### config.mk
export PLATFORM = sky130hd
export DESIGN_NAME = puf_eval_ctrl
export DESIGN_NICKNAME = d
export VERILOG_FILES = /design/src/rtl/puf_ctrl_pkg.sv /design/src/rtl/puf_resp_sync.sv /design/src/rtl/puf_eval_ctrl.sv
export SDC_FILE = /design/constraint.sdc
export NUM_CORES = 1
export LEC_CHECK = 0
export BUFFER_PORTS_ARGS = -buffer_cell sky130_fd_sc_hd__buf_4
export CELL_PAD_IN_SITES_DETAIL_PLACEMENT = 0
export CELL_PAD_IN_SITES_GLOBAL_PLACEMENT = 1
export CORE_AREA = 3 3 86 129
export CTS_BUF_LIST = sky130_fd_sc_hd__clkbuf_4
export CTS_CLUSTER_DIAMETER = 100
export CTS_CLUSTER_SIZE = 24
export DETAILED_ROUTE_END_ITERATION = 10
export DIE_AREA = 0 0 89 132
export PLACE_DENSITY_LB_ADDON = 0.1
export RECOVER_POWER = 25
export SLEW_MARGIN = 40
export SYNTH_ARGS = -nofsm -noshare
export SYNTH_HDL_FRONTEND = slang
export SYNTH_SLANG_ARGS = --single-unit
### constraint.sdc
create_clock -name clk -period 1.8 [get_ports clk]
set_clock_uncertainty 0.05 [all_clocks]
set_input_delay 0.36 -clock clk [delete_from_list [all_inputs] [get_ports clk]]
set_output_delay 0.36 -clock clk [all_outputs]
set_load 0.005 [all_outputs]
### src/rtl/puf_ctrl_pkg.sv
// Shared definitions for the PUF evaluation controller.
//   state_t  : controller FSM states
//   TUNE_W   : width of the PUF tune_level bus
//   TUNE_MAX : highest tune level the PUF decoder accepts
//   clog2()  : counter width helper, never returns less than 1
package puf_ctrl_pkg;

    typedef enum logic [1:0] {
        IDLE,
        FIRE,
        SAMPLE,
        DONE
    } state_t;

    localparam int TUNE_W   = 5;
    localparam int TUNE_MAX = 16;

    function automatic int clog2(input int value);
        int result;
        int v;
        result = 0;
        v      = value - 1;
        while (v > 0) begin
            result = result + 1;
            v      = v >>> 1;
        end
        return (result < 1) ? 1 : result;
    endfunction

endpackage

### src/rtl/puf_resp_sync.sv
// Two-flop synchronizer for a bus of independent asynchronous bits.
//   clk   : destination clock
//   rst_n : asynchronous active-low reset, both stages clear to 0
//   d     : asynchronous input bits
//   q     : synchronized output bits (2 cycles latency)
module puf_resp_sync #(
    parameter int W = 8
) (
    input  logic         clk,
    input  logic         rst_n,
    input  logic [W-1:0] d,
    output logic [W-1:0] q
);

    logic [W-1:0] meta;

    always_ff @(posedge clk or negedge rst_n) begin
        if (!rst_n) begin
            meta <= '0;
            q    <= '0;
        end else begin
            meta <= d;
            q    <= meta;
        end
    end

endmodule

### src/rtl/puf_eval_ctrl.sv
// Sequencer in front of the PUF core. Accepts a challenge pair plus tune
// level, fires the PUF REPS times (SETTLE cycles of puf_start high, then one
// sample cycle low), majority-votes every response bit and returns the
// voted 2N-bit response over a valid/ready handshake.
//   clk, rst_n                       : clock, asynchronous active-low reset
//   req_valid/req_ready              : request handshake
//   req_c1, req_c2, req_tune         : request payload
//   puf_challenge1/2, puf_tune_level : latched PUF configuration
//   puf_start                        : PUF evaluation strobe
//   puf_response                     : raw PUF outputs, asynchronous to clk
//   rsp_valid/rsp_ready, rsp_data    : voted response handshake
//   busy                             : controller not in IDLE
// Optional macro PUF_UNSTABLE_MASK_EN adds rsp_unstable: bit i set when that
// response bit was not unanimous across the REPS evaluations.
module puf_eval_ctrl
    import puf_ctrl_pkg::*;
#(
    parameter int N        = 4,
    parameter int SETTLE   = 8,
    parameter int REPS     = 5,
    parameter int TUNE_MAX = puf_ctrl_pkg::TUNE_MAX
) (
    input  logic              clk,
    input  logic              rst_n,
    input  logic              req_valid,
    output logic              req_ready,
    input  logic [N-1:0]      req_c1,
    input  logic [N-1:0]      req_c2,
    input  logic [TUNE_W-1:0] req_tune,
    output logic [N-1:0]      puf_challenge1,
    output logic [N-1:0]      puf_challenge2,
    output logic [TUNE_W-1:0] puf_tune_level,
    output logic              puf_start,
    input  logic [2*N-1:0]    puf_response,
    output logic              rsp_valid,
    input  logic              rsp_ready,
    output logic [2*N-1:0]    rsp_data,
    output logic              busy
`ifdef PUF_UNSTABLE_MASK_EN
    ,
    output logic [2*N-1:0]    rsp_unstable
`endif
);

    localparam int CW = clog2(REPS + 1);
    localparam int SW = clog2(SETTLE);

    localparam logic [SW-1:0]     SETTLE_LAST = SW'(SETTLE - 1);
    localparam logic [CW-1:0]     REPS_LAST   = CW'(REPS - 1);
    localparam logic [CW-1:0]     REPS_ALL    = CW'(REPS);
    localparam logic [CW-1:0]     HALF        = CW'(REPS / 2);
    localparam logic [TUNE_W-1:0] TUNE_CAP    = TUNE_W'(TUNE_MAX);

    if ((REPS % 2) == 0 || REPS < 1) begin : g_bad_reps
        $error("puf_eval_ctrl: REPS must be odd and >= 1");
    end
    if (SETTLE < 3) begin : g_bad_settle
        $error("puf_eval_ctrl: SETTLE must be >= 3");
    end

    state_t          state;
    state_t          state_nxt;
    logic            accept;
    logic            last_rep;
    logic [SW-1:0]   settle_cnt;
    logic [CW-1:0]   rep_cnt;
    logic [CW-1:0]   ones     [2*N];
    logic [CW-1:0]   ones_nxt [2*N];
    logic [2*N-1:0]  resp_sync;
    logic [2*N-1:0]  vote;
`ifdef PUF_UNSTABLE_MASK_EN
    logic [2*N-1:0]  unstable;
`endif

    puf_resp_sync #(
        .W(2 * N)
    ) u_sync (
        .clk  (clk),
        .rst_n(rst_n),
        .d    (puf_response),
        .q    (resp_sync)
    );

    // Status outputs decode straight from state so an asynchronous reset
    // drops puf_start without waiting for a clock edge.
    assign req_ready = (state == IDLE);
    assign busy      = (state != IDLE);
    assign puf_start = (state == FIRE);
    assign rsp_valid = (state == DONE);
    assign last_rep  = (rep_cnt == REPS_LAST);

    always_comb begin
        state_nxt = state;
        accept    = 1'b0;
        case (state)
            IDLE: begin
                if (req_valid) begin
                    accept    = 1'b1;
                    state_nxt = FIRE;
                end
            end
            FIRE: begin
                if (settle_cnt == SETTLE_LAST) begin
                    state_nxt = SAMPLE;
                end
            end
            SAMPLE: begin
                state_nxt = last_rep ? DONE : FIRE;
            end
            DONE: begin
                if (rsp_ready) begin
                    state_nxt = IDLE;
                end
            end
            default: state_nxt = IDLE;
        endcase
    end

    // Vote on the counts including the sample taken this cycle, so rsp_data
    // is registered on the same edge that enters DONE.
    always_comb begin
        vote = '0;
`ifdef PUF_UNSTABLE_MASK_EN
        unstable = '0;
`endif
        for (int unsigned i = 0; i < 2 * N; i++) begin
            ones_nxt[i] = ones[i] + CW'(resp_sync[i]);
            vote[i]     = (ones_nxt[i] > HALF);
`ifdef PUF_UNSTABLE_MASK_EN
            unstable[i] = (ones_nxt[i] != '0) && (ones_nxt[i] != REPS_ALL);
`endif
        end
    end

    always_ff @(posedge clk or negedge rst_n) begin
        if (!rst_n) begin
            state          <= IDLE;
            settle_cnt     <= '0;
            rep_cnt        <= '0;
            puf_challenge1 <= '0;
            puf_challenge2 <= '0;
            puf_tune_level <= '0;
            rsp_data       <= '0;
`ifdef PUF_UNSTABLE_MASK_EN
            rsp_unstable   <= '0;
`endif
            for (int unsigned i = 0; i < 2 * N; i++) begin
                ones[i] <= '0;
            end
        end else begin
            state <= state_nxt;
            if (accept) begin
                puf_challenge1 <= req_c1;
                puf_challenge2 <= req_c2;
                puf_tune_level <= (req_tune > TUNE_CAP) ? TUNE_CAP : req_tune;
                settle_cnt     <= '0;
                rep_cnt        <= '0;
                for (int unsigned i = 0; i < 2 * N; i++) begin
                    ones[i] <= '0;
                end
            end
            if (state == FIRE) begin
                settle_cnt <= (settle_cnt == SETTLE_LAST) ? '0 : settle_cnt + 1'b1;
            end
            if (state == SAMPLE) begin
                rep_cnt <= rep_cnt + 1'b1;
                for (int unsigned i = 0; i < 2 * N; i++) begin
                    ones[i] <= ones_nxt[i];
                end
                if (last_rep) begin
                    rsp_data     <= vote;
`ifdef PUF_UNSTABLE_MASK_EN
                    rsp_unstable <= unstable;
`endif
                end
            end
        end
    end

endmodule

==> impl_results.html <==
<table>
<tr><th>Metric</th><th>Value</th></tr>
<tr><th colspan="2">Run status</th></tr>
<tr><td>Run status</td><td>completed</td></tr>
<tr><th colspan="2">Die</th></tr>
<tr><td>Die Y-Extent</td><td>132 um</td></tr>
<tr><td>I/O pins</td><td>50</td></tr>
<tr><td>X dimension of the die</td><td>89 um</td></tr>
<tr><td>Standard-cell rows</td><td>45</td></tr>
<tr><td>Initial core utilization</td><td>29.7%</td></tr>
<tr><td>Core Footprint</td><td>10,100 um^2</td></tr>
<tr><td>Full die area</td><td>11,700 um^2</td></tr>
<tr><th colspan="2">Synthesis</th></tr>
<tr><td>Post-synthesis sequential area ratio</td><td>57.7%</td></tr>
<tr><td>Fraction of synthesized cell area taken by the top area cell type</td><td>57.7%</td></tr>
<tr><td>Post-synthesis net count</td><td>317</td></tr>
<tr><td>Flip-flop and latch count after synthesis</td><td>69</td></tr>
<tr><td>FFs w/ async S/R, synth</td><td>100%</td></tr>
<tr><td>Netlist cell types</td><td>29</td></tr>
<tr><td>Synth Cell Area</td><td>2990 um^2</td></tr>
<tr><td>Mean area per synthesized cell</td><td>11.0 um^2</td></tr>
<tr><td>Ys flop type</td><td>dfrtp_1</td></tr>
<tr><td>Post-synth top cells</td><td>69 x dfrtp_1, 58 x nand2_1, 20 x ha_1, 20 x o21ai_0, 19 x nand3_1</td></tr>
<tr><td>Number of instances in the synthesized netlist</td><td>272</td></tr>
<tr><td>Warnings from Yosys</td><td>0</td></tr>
<tr><td>Cell type with the highest aggregate area in the netlist</td><td>dfrtp_1</td></tr>
<tr><td>Most frequent cell after synthesis</td><td>dfrtp_1</td></tr>
<tr><td>Number of enable-type register cells in the synthesized netlist</td><td>0</td></tr>
<tr><td>Top cells by area in the synthesized netlist</td><td>dfrtp_1 58%, ha_1 8.4%, nand2_1 7.3%</td></tr>
<tr><th colspan="2">STA</th></tr>
<tr><td>Setup repair after global routing missed its margin</td><td>yes</td></tr>
<tr><td>Transition time at the pin with the least slew margin</td><td>0.804 ns</td></tr>
<tr><td>Fin crit period</td><td>1.75 ns</td></tr>
<tr><td>Max_slew headroom</td><td>46.4%</td></tr>
<tr><td>Final Setup Violations</td><td>0</td></tr>
<tr><td>Final Hold Violating Endpoints</td><td>0</td></tr>
<tr><td>Total Negative Setup Slacks</td><td>0 ns</td></tr>
<tr><td>Ratio of final minimum period to clock period</td><td>97.0%</td></tr>
<tr><td>Max Transition Viols Final</td><td>0</td></tr>
<tr><td>Achievable frequency</td><td>0.573 GHz</td></tr>
<tr><th colspan="2">Global route</th></tr>
<tr><td>Met3 usage in global routing</td><td>3.13%</td></tr>
<tr><td>First-pass GRT wire length</td><td>10.9 mm</td></tr>
<tr><td>GR Util met2</td><td>19.0%</td></tr>
<tr><td>Busiest grt layer</td><td>met2</td></tr>
<tr><td>Largest net degree at the start of global routing</td><td>33</td></tr>
<tr><td>Vias in the first global route</td><td>2,245</td></tr>
<tr><td>Fraction of met1 tracks used by global routing</td><td>15.3%</td></tr>
<tr><td>Aggregate global routing overflow</td><td>0</td></tr>
<tr><td>Global routing usage summed across all routing layers</td><td>12.2%</td></tr>
<tr><td>Number of antenna violations at the first check in global routing</td><td>0</td></tr>
<tr><th colspan="2">Final layout</th></tr>
<tr><td>Final non-filler cell area</td><td>3810 um^2</td></tr>
<tr><td>Number of fill cells in the layout</td><td>1,007</td></tr>
<tr><td>Post-layout instance count excluding filler cells</td><td>464</td></tr>
<tr><td>Utilization of the core after routing</td><td>37.8%</td></tr>
<tr><td>Synth-to-layout area growth</td><td>27.4%</td></tr>
<tr><td>Number of antenna repair diodes</td><td>0</td></tr>
<tr><td>Post-layout net count</td><td>387</td></tr>
<tr><td>Total area of sequential cells</td><td>1730 um^2</td></tr>
<tr><td>Share of layout cells above drive strength 1</td><td>27.4%</td></tr>
<tr><td>Footprint of the multi-input gates</td><td>1190 um^2</td></tr>
<tr><th colspan="2">Clock network</th></tr>
<tr><td>TritonCTS Sinks</td><td>69</td></tr>
<tr><td>Maximum clock path buffer count</td><td>2</td></tr>
<tr><td>Clock latency of the later-clocked register in the worst-skew pair</td><td>0.42 ns</td></tr>
<tr><td>CTS root buffer</td><td>clkbuf_4</td></tr>
<tr><td>Number of levels the H-tree was split into</td><td>3</td></tr>
<tr><td>CTS tree</td><td>yes</td></tr>
<tr><td>Clock transition at the register clock pins on the worst setup and hold paths after CTS</td><td>0.11 ns</td></tr>
<tr><td>Cts bufs inserted</td><td>9</td></tr>
<tr><th colspan="2">Detailed routing</th></tr>
<tr><td>Total routed wirelength</td><td>6.39 mm</td></tr>
<tr><td>Total iterations of the first detailed-routing run</td><td>4</td></tr>
<tr><td>Per-cell routed wire length</td><td>13.8 um</td></tr>
<tr><td>Starting DRC count in detailed routing</td><td>74</td></tr>
<tr><td>Avg Vias per Cell</td><td>4.56</td></tr>
<tr><td>DRC Markers</td><td>0</td></tr>
<tr><td>Number of vias in the routed layout</td><td>2,116</td></tr>
<tr><td>Antenna-violating nets left</td><td>0</td></tr>
<tr><th colspan="2">Critical path</th></tr>
<tr><td>Critical Setup Path Class</td><td>flop to output pin</td></tr>
<tr><td>Startpoint kind of the worst setup timing path</td><td>flop</td></tr>
<tr><td>Highest net fanout along the worst path</td><td>3</td></tr>
<tr><td>Critical path data required time</td><td>1.39 ns</td></tr>
<tr><td>WP data arrival</td><td>1.34 ns</td></tr>
<tr><td>Element type at the critical path end</td><td>output pin</td></tr>
<tr><td>Critical R2R Launch</td><td>state[0]</td></tr>
<tr><td>Crit. Startpoint</td><td>state[1]</td></tr>
<tr><th colspan="2">Power</th></tr>
<tr><td>Leak Pwr</td><td>1.93 nW</td></tr>
<tr><td>Maximum ir drop on the vdd rail</td><td>0.587 mV</td></tr>
<tr><td>Pwr Total</td><td>5.68 mW</td></tr>
<tr><td>Power Density</td><td>1490 nW/um^2</td></tr>
<tr><th colspan="2">Placement</th></tr>
<tr><td>Sum of net half-perimeters after detailed placement</td><td>4.46 mm</td></tr>
<tr><td>Number of cells after detailed placement</td><td>437</td></tr>
<tr><td>Total of buffers placed on input and output ports</td><td>49</td></tr>
<tr><td>Placed cell area</td><td>3540 um^2</td></tr>
<tr><td>Final GP Congestion</td><td>0.715</td></tr>
<tr><th colspan="2">Worst hold path</th></tr>
<tr><td>Start point of the worst min-delay path</td><td>rsp_ready</td></tr>
<tr><td>Class of the most critical hold timing path</td><td>primary input to flop</td></tr>
<tr><th colspan="2">Flow run</th></tr>
<tr><td>Max-cap check violation count</td><td>0</td></tr>
</table>
## cells in the final DEF, fill, tap and decap left out, drive strengths merged
cell and count:
a21boi 1, a21oi 7, a22o 6, and2 2, and3 4, buf 54, bufinv 2, clkbuf 18
clkinv 4, clkinvlp 1, dfrtp 69, dlygate4sd3 9, ha 20, inv 4, mux2 11, nand2 58
nand2b 16, nand3 19, nand3b 1, nand4b 1, nor2 4, nor2b 3, nor3b 2, o21ai 20
o21bai 1, o31ai 2, or2 2, or3b 1, xor2 5
## path summary, 6_finish.rpt
check	to	slack (ns)	cells past startpoint
max in group asynchronous	rsp_data[6]	0.33	3
worst max register to register	puf_challenge1[2]	0.11	4
min in group asynchronous	rsp_data[1]	0.30	2
worst min-delay path	state[0]	0.07	2
worst min register to register	u_sync.q[7]	0.31	0
worst max-delay path	req_ready	0.05	4
## worst max-delay path, cell delays in order (launching register included)
cell and delay (ns):
dfrtp_1 0.42, buf_6 0.13, or2_4 0.23, inv_2 0.06, buf_6 0.08
## repair_timing
action,4_1_cts,5_1_grt
pin swaps,1,0
hold buffers,9,0
setup buffers,3,0
cloned,0,0
hold endpoints to repair,26,0
setup endpoints to repair,4,3
gates resized for setup,7,2
## layer usage
layer	wire length, um	vias up
met3	286	11
met2	3050	44
met1	2900	1004
met5	0	-
li1	-	1057
met4	148	0
## flip-flops by register name (all words and copies together), names as in the netlist
name and cells:
u_sync.meta 8, puf_challenge1 4, rsp_data 8, puf_challenge2 4
state 2, ones 24, u_sync.q 8, rep_cnt 3
puf_tune_level 5, settle_cnt 3
## area by class of cell
class                           instances  share of cell area [%]
Inverter                                4                   0.394
Tap cell                              117                    3.84
Sequential cell                        69                    45.3
Clock buffer                            9                    1.77
Clock inverter                          7                    2.36
Multi-Input combinational cell        186                    31.3
Timing Repair Buffer                   72                    15.0
## kinds of logic (layout without fill, tap and decap cells)
family | Yosys count | in the layout | share of synthesized area, %
buffers and inverters | 17 | 92 | 2.76
XOR/XNOR | 5 | 5 | 1.46
multiplexers | 11 | 11 | 4.52
adder cells (fa/ha/maj) | 20 | 20 | 8.36
flip-flops | 69 | 69 | 57.7
AND/OR/NAND/NOR | 113 | 113 | 17.9
AO/OA/AOI/OAI | 37 | 37 | 7.27
## where the power goes
group	switching, mW	internal [mW]	leakage (nW)	total (mW)
clock network	0.581	0.556	0.0833	1.14
registers	0.355	2.08	0.856	2.44
logic	0.971	1.14	0.988	2.11
total	1.91	3.78	1.93	5.68
## stage by stage
stage                     hold slack [ns]  worst slack [ns]
after floorplan                    0.0144             0.341
after global placement              0.224             0.259
after detailed placement            0.222             0.244
after CTS                          0.0290           0.00153
after global routing               0.0541           -0.0155
final                              0.0657            0.0549
Power figures use the tool's default switching activity.
